`src/rtl/fix2float_arbiter.sv`:
```
// Round-robin arbiter that shares one 32.32 fixed-point to float converter between requesters.
// Latency: 2 cycles from the request handshake to result_valid_o. Sustains one conversion per cycle.
// Backpressure: result_ready_i low stalls stage 2, then stage 1, then holds req_ready_o at zero.
package config_pkg;

    localparam int unsigned FIX64_LEN = 64;

    typedef struct packed {
        int unsigned XLEN;
    } cva6_cfg_t;

    localparam cva6_cfg_t cva6_cfg_empty = '{XLEN: 64};

endpackage

module fix2float_arbiter #(
    parameter config_pkg::cva6_cfg_t CVA6Cfg       = config_pkg::cva6_cfg_empty,
    parameter int unsigned           NR_REQ        = 2,
    parameter int unsigned           TRANS_ID_BITS = 3
) (
    input  logic                                             clk_i,
    input  logic                                             rst_ni,
    input  logic                                             flush_i,
    input  logic [NR_REQ-1:0]                                req_valid_i,
    output logic [NR_REQ-1:0]                                req_ready_o,
    input  logic [NR_REQ-1:0][config_pkg::FIX64_LEN-1:0]     req_fix_i,
    input  logic [NR_REQ-1:0][TRANS_ID_BITS-1:0]             req_id_i,
    output logic [config_pkg::FIX64_LEN-1:0]                 conv_fix_o,
    input  logic [CVA6Cfg.XLEN-1:0]                          conv_float_i,
    output logic                                             result_valid_o,
    input  logic                                             result_ready_i,
    output logic [CVA6Cfg.XLEN-1:0]                          result_o,
    output logic [TRANS_ID_BITS-1:0]                         result_id_o,
    output logic [$clog2(NR_REQ)-1:0]                        result_src_o,
    output logic                                             busy_o
);

    localparam int unsigned XLEN  = CVA6Cfg.XLEN;
    localparam int unsigned SRC_W = $clog2(NR_REQ);
    localparam int unsigned FIX_W = config_pkg::FIX64_LEN;

    logic [SRC_W-1:0]         rr_q;

    logic                     s1_valid;
    logic [FIX_W-1:0]         s1_fix;
    logic [TRANS_ID_BITS-1:0] s1_id;
    logic [SRC_W-1:0]         s1_src;

    logic                     s2_valid;
    logic [XLEN-1:0]          s2_res;
    logic [TRANS_ID_BITS-1:0] s2_id;
    logic [SRC_W-1:0]         s2_src;

    logic                     s2_adv;
    logic                     s1_adv;
    logic                     accept_ok;
    logic                     grant_vld;
    logic [SRC_W-1:0]         grant_idx;
    logic                     hs;

    assign s2_adv    = !s2_valid || result_ready_i;
    assign s1_adv    = !s1_valid || s2_adv;
    assign accept_ok = s1_adv && !flush_i;

    // Search starts just after the last winner so every requester gets a turn.
    always_comb begin
        logic [SRC_W-1:0] cand;
        grant_vld = 1'b0;
        grant_idx = '0;
        cand      = '0;
        for (int unsigned k = 1; k <= NR_REQ; k++) begin
            cand = SRC_W'((32'(rr_q) + k) % NR_REQ);
            if (!grant_vld && req_valid_i[cand]) begin
                grant_vld = 1'b1;
                grant_idx = cand;
            end
        end
    end

    assign hs = grant_vld && accept_ok;

    always_comb begin
        req_ready_o = '0;
        if (hs) begin
            req_ready_o[grant_idx] = 1'b1;
        end
    end

    always_ff @(posedge clk_i or negedge rst_ni) begin
        if (!rst_ni) begin
            rr_q     <= SRC_W'(NR_REQ - 1);
            s1_valid <= 1'b0;
            s1_fix   <= '0;
            s1_id    <= '0;
            s1_src   <= '0;
            s2_valid <= 1'b0;
            s2_res   <= '0;
            s2_id    <= '0;
            s2_src   <= '0;
        end else begin
            if (hs) begin
                s1_fix <= req_fix_i[grant_idx];
                s1_id  <= req_id_i[grant_idx];
                s1_src <= grant_idx;
                rr_q   <= grant_idx;
            end
            // The upper word is the NaN box on 64-bit cores and truncates away on 32-bit ones.
            if (s1_adv && s1_valid) begin
                s2_res <= XLEN'({32'hFFFF_FFFF, conv_float_i[31:0]});
                s2_id  <= s1_id;
                s2_src <= s1_src;
            end
            if (flush_i) begin
                s1_valid <= 1'b0;
                s2_valid <= 1'b0;
            end else begin
                if (s1_adv) begin
                    s1_valid <= hs;
                end
                if (s2_adv) begin
                    s2_valid <= s1_valid;
                end
            end
        end
    end

    assign conv_fix_o     = s1_fix;
    assign result_valid_o = s2_valid;
    assign result_o       = s2_res;
    assign result_id_o    = s2_id;
    assign result_src_o   = s2_src;
    assign busy_o         = s1_valid || s2_valid;

    generate
        if (XLEN > 32) begin : g_conv_hi
            logic unused_conv_hi;
            assign unused_conv_hi = ^conv_float_i[XLEN-1:32];
        end
    endgenerate

endmodule

```
`config.mk`:
```
export PLATFORM = sky130hd
export DESIGN_NAME = fix2float_arbiter
export DESIGN_NICKNAME = d
export VERILOG_FILES = /design/src/rtl/fix2float_arbiter.sv
export SDC_FILE = /design/constraint.sdc
export NUM_CORES = 1
export LEC_CHECK = 0
export ABC_AREA = 1
export CAP_MARGIN = 5
export CORE_AREA = 4 4 128 130
export DETAILED_ROUTE_END_ITERATION = 12
export DIE_AREA = 0 0 132 134
export PLACE_DENSITY = 0.84
export SLEW_MARGIN = 20
export SYNTH_ARGS = -nofsm -noshare
export SYNTH_HDL_FRONTEND = slang
export SYNTH_SLANG_ARGS = --single-unit
```
`constraint.sdc`:
```
create_clock -name clk_i -period 3.1 [get_ports clk_i]
set_input_delay 0.775 -clock clk_i [delete_from_list [all_inputs] [get_ports clk_i]]
set_output_delay 0.775 -clock clk_i [all_outputs]
set_load 0.005 [all_outputs]
```
==> reports/metrics.cfg, run 1 <==
[setup_path]
startpoint_type = input pin
worst-setup-path-type = input pin to output port
ff2ff_setup_slack_ps = 1350
timing.rr.end = conv_fix_o[12]$_DFFE_PN0P_
worstSetupEndpoint = req_ready_o[0]
startpoint = req_valid_i[0]
r2r-start = s1_valid$_DFFE_PN0P_
crit_path_end_kind = output port
worstPathArrival_ps = 2200
reg2reg_depth = 5
cp_max_fo = 3
critPathRequiredTime_ps = 2320

[timing]
grt_setup_unrepaired = false
period_minus_slack_ps = 2980
fmax_ghz = 0.336
setup_viol = 0
maxSlewHeadroom_pct = 49.8
slew_violations = 0
tightest_slew_ps = 753
hold_violations = 0
fin_crit_sh_pct = 96.1
tns_ps = 0
fin_skew_ps = 4.91

[logic_synthesis]
synthCells = 723
synth_warnings = 0
synth_common_cells = nand2_1, dfrtp_1, nand3_1, buf_4, buf_2
syn_area_sq_mm = 0.00537
synth_top_area_share_pct = 49.8
syn-num-nets = 927
synth_area_leaders = dfrtp_1, nand2_1, nand3_1
async_reset_ff_share_pct = 100
ys_types = 19
ys_seq_area_share_pct = 50.3
synth-seq-cells = 108
synth-edff-count = 0
yosys.area.top_type = dfrtp_1
syn_area_per_cell_sq_um = 7.43
yosysMostFrequentCell = nand2_1
synth_top_flop_cell = dfrtp_1

[place]
dpl_cell_area_sq_mm = 0.00833
dp.cells = 1155
port_buffers = 307
dp_hpwl_um = 12800
place_congestion = 0.817

[die]
chipHeight_um = 134
die_w_um = 132
initial_core_util_pct = 35.5
dieArea_sq_mm = 0.0177
core_area_sq_mm = 0.0151
rows = 45
ios = 340

[cts]
cts_sinks = 108
clk_latency_ps = 350
tritoncts = done
cts_hold_buf = 0
cts_made_buffers = 9
path_clk_slew_ps = 70
root_buffer = clkbuf_16
clockBufferDepth = 2
htree_levels = 3

[final_layout]
fillers = 1390
n_antenna_cell = 0
final_cells = 1171
multi_input_area_sq_mm = 0.00215
final_area_sq_mm = 0.00862
synthToLayoutAreaGrowth_pct = 60.4
utilization_pct = 56.9
seq_area_sq_mm = 0.00270
nNetsFinal = 1182
drive_above_1_share_pct = 4.27

[routing]
wl_per_cell_um = 15.0
routed_wl_um = 17600
viasPerCell = 4.65
antenna_left = 0
via_count = 5443
drtIter0Drc = 337
firstDrtPassIters = 4
drc = 0

[power_and_ir_drop]
peakVddDrop_uv = 264
total_power_mw = 4.02
leakage_nw = 4.31
powerDensity_mw_per_mm2 = 467

[global_route]
grt_pass1_vias = 5220
grt_max_degree = 70
antenna_found_initial = 0
grt_usage_pct = 19.4
grt.overflow.total = 0
grt_pass1_wl_um = 27400

[run]
max-cap-violations = 0

[status]
status = complete, no violations

[worst_hold_path]
hp-class = input pin to asynchronous set/reset pin

-- logic make-up after synthesis --
family / share of synthesized area, %
flops: 50.3
compound gates: 0.279
buf+inv: 9.71
simple gates: 39.7
-- flip-flops by register name, summed over array words and instances (netlist names) --
name            flops
conv_fix_o         64
result_id_o         3
result_o           33
result_src_o        1
result_valid_o      1
rr_q                1
s1_id               3
s1_src              1
s1_valid            1
-- final cells by class --
| type | count | share of cell area (%) |
|---|---|---|
| clock buffer | 10 | 2.77 |
| clock inverter | 6 | 0.566 |
| inverter | 6 | 0.261 |
| multi-input combinational | 531 | 25.0 |
| sequential | 108 | 31.4 |
| tap | 188 | 2.73 |
| timing repair buffer | 322 | 37.3 |
-- through the flow --
step	hold slack (ps)	setup WS (ps)
2_1_floorplan	443	886
3_3_place_gp	447	110
3_5_place_dp	456	47.2
4_1_cts	214	45.4
5_1_grt	215	55.6
6_report	233	122
-- layer usage --
metal	part of all wire (%)	global-route usage [%]	wire length [um]	up-vias
met4	1.9	6.18	330	0
met1	40	22.6	7070	2489
met5	0	0	0	-
met2	50	34.2	8780	212
met3	7.9	6.00	1390	20
li1	-	-	-	2722
-- worst max-delay path, stage by stage --
cell and delay [ps]:
clkdlybuf4s50_1 510, nor2_1 90, nor2_2 130, nand2_2 70, nor2_1 90, clkdlybuf4s50_1 540
-- cells in the final DEF (no fill, tap or decap), types with 2 or more instances in the layout --
master and n:
clkinvlp_4 2, dfrtp_1 107, nand3_1 104, inv_1 5
clkinv_4 2, nand2_1 415, clkbuf_16 9, nand2_2 3
buf_4 13, nor2_1 2, clkdlybuf4s50_1 305, buf_12 3
-- power by group --
part	switching, mW	internal [mW]	total (mW)	leakage (nW)
registers	0.116	1.62	1.74	1.34
clock network	0.529	0.574	1.10	0.137
logic	0.495	0.690	1.18	2.84
total	1.14	2.88	4.02	4.31
-- how the worst min path moves through the flow --
stage	start	end	slack (ps)	cells past startpoint
after detailed placement	result_o[32]$_DFFE_PN0P_	result_o[32]$_DFFE_PN0P_	460	2
after global routing	rst_ni	conv_fix_o[0]$_DFFE_PN0P_	210	1
after CTS	rst_ni	conv_fix_o[6]$_DFFE_PN0P_	210	1
after global placement	result_o[32]$_DFFE_PN0P_	result_o[32]$_DFFE_PN0P_	450	2
final	rst_ni	conv_fix_o[6]$_DFFE_PN0P_	230	1
after floorplan	s1_src$_DFFE_PN0P_	s1_src$_DFFE_PN0P_	440	2
-- timing repair --
item | CTS | global route
setup buffers | 0 | 0
resized for setup | 0 | 1
setup endpoints to repair | 0 | 2
No activity file was read; power rests on OpenSTA's default activity.
==> run 2, diff against run 1 <==
--- a/config.mk
+++ b/config.mk
@@ -11,7 +11,7 @@
 export DETAILED_ROUTE_END_ITERATION = 12
 export DIE_AREA = 0 0 132 134
 export PLACE_DENSITY = 0.84
-export SLEW_MARGIN = 20
+export SKIP_LAST_GASP = 1
 export SYNTH_ARGS = -nofsm -noshare
 export SYNTH_HDL_FRONTEND = slang
 export SYNTH_SLANG_ARGS = --single-unit
==> results of run 2 <==
Same layout as run 1: the final DEF is identical, and so are final timing and power.
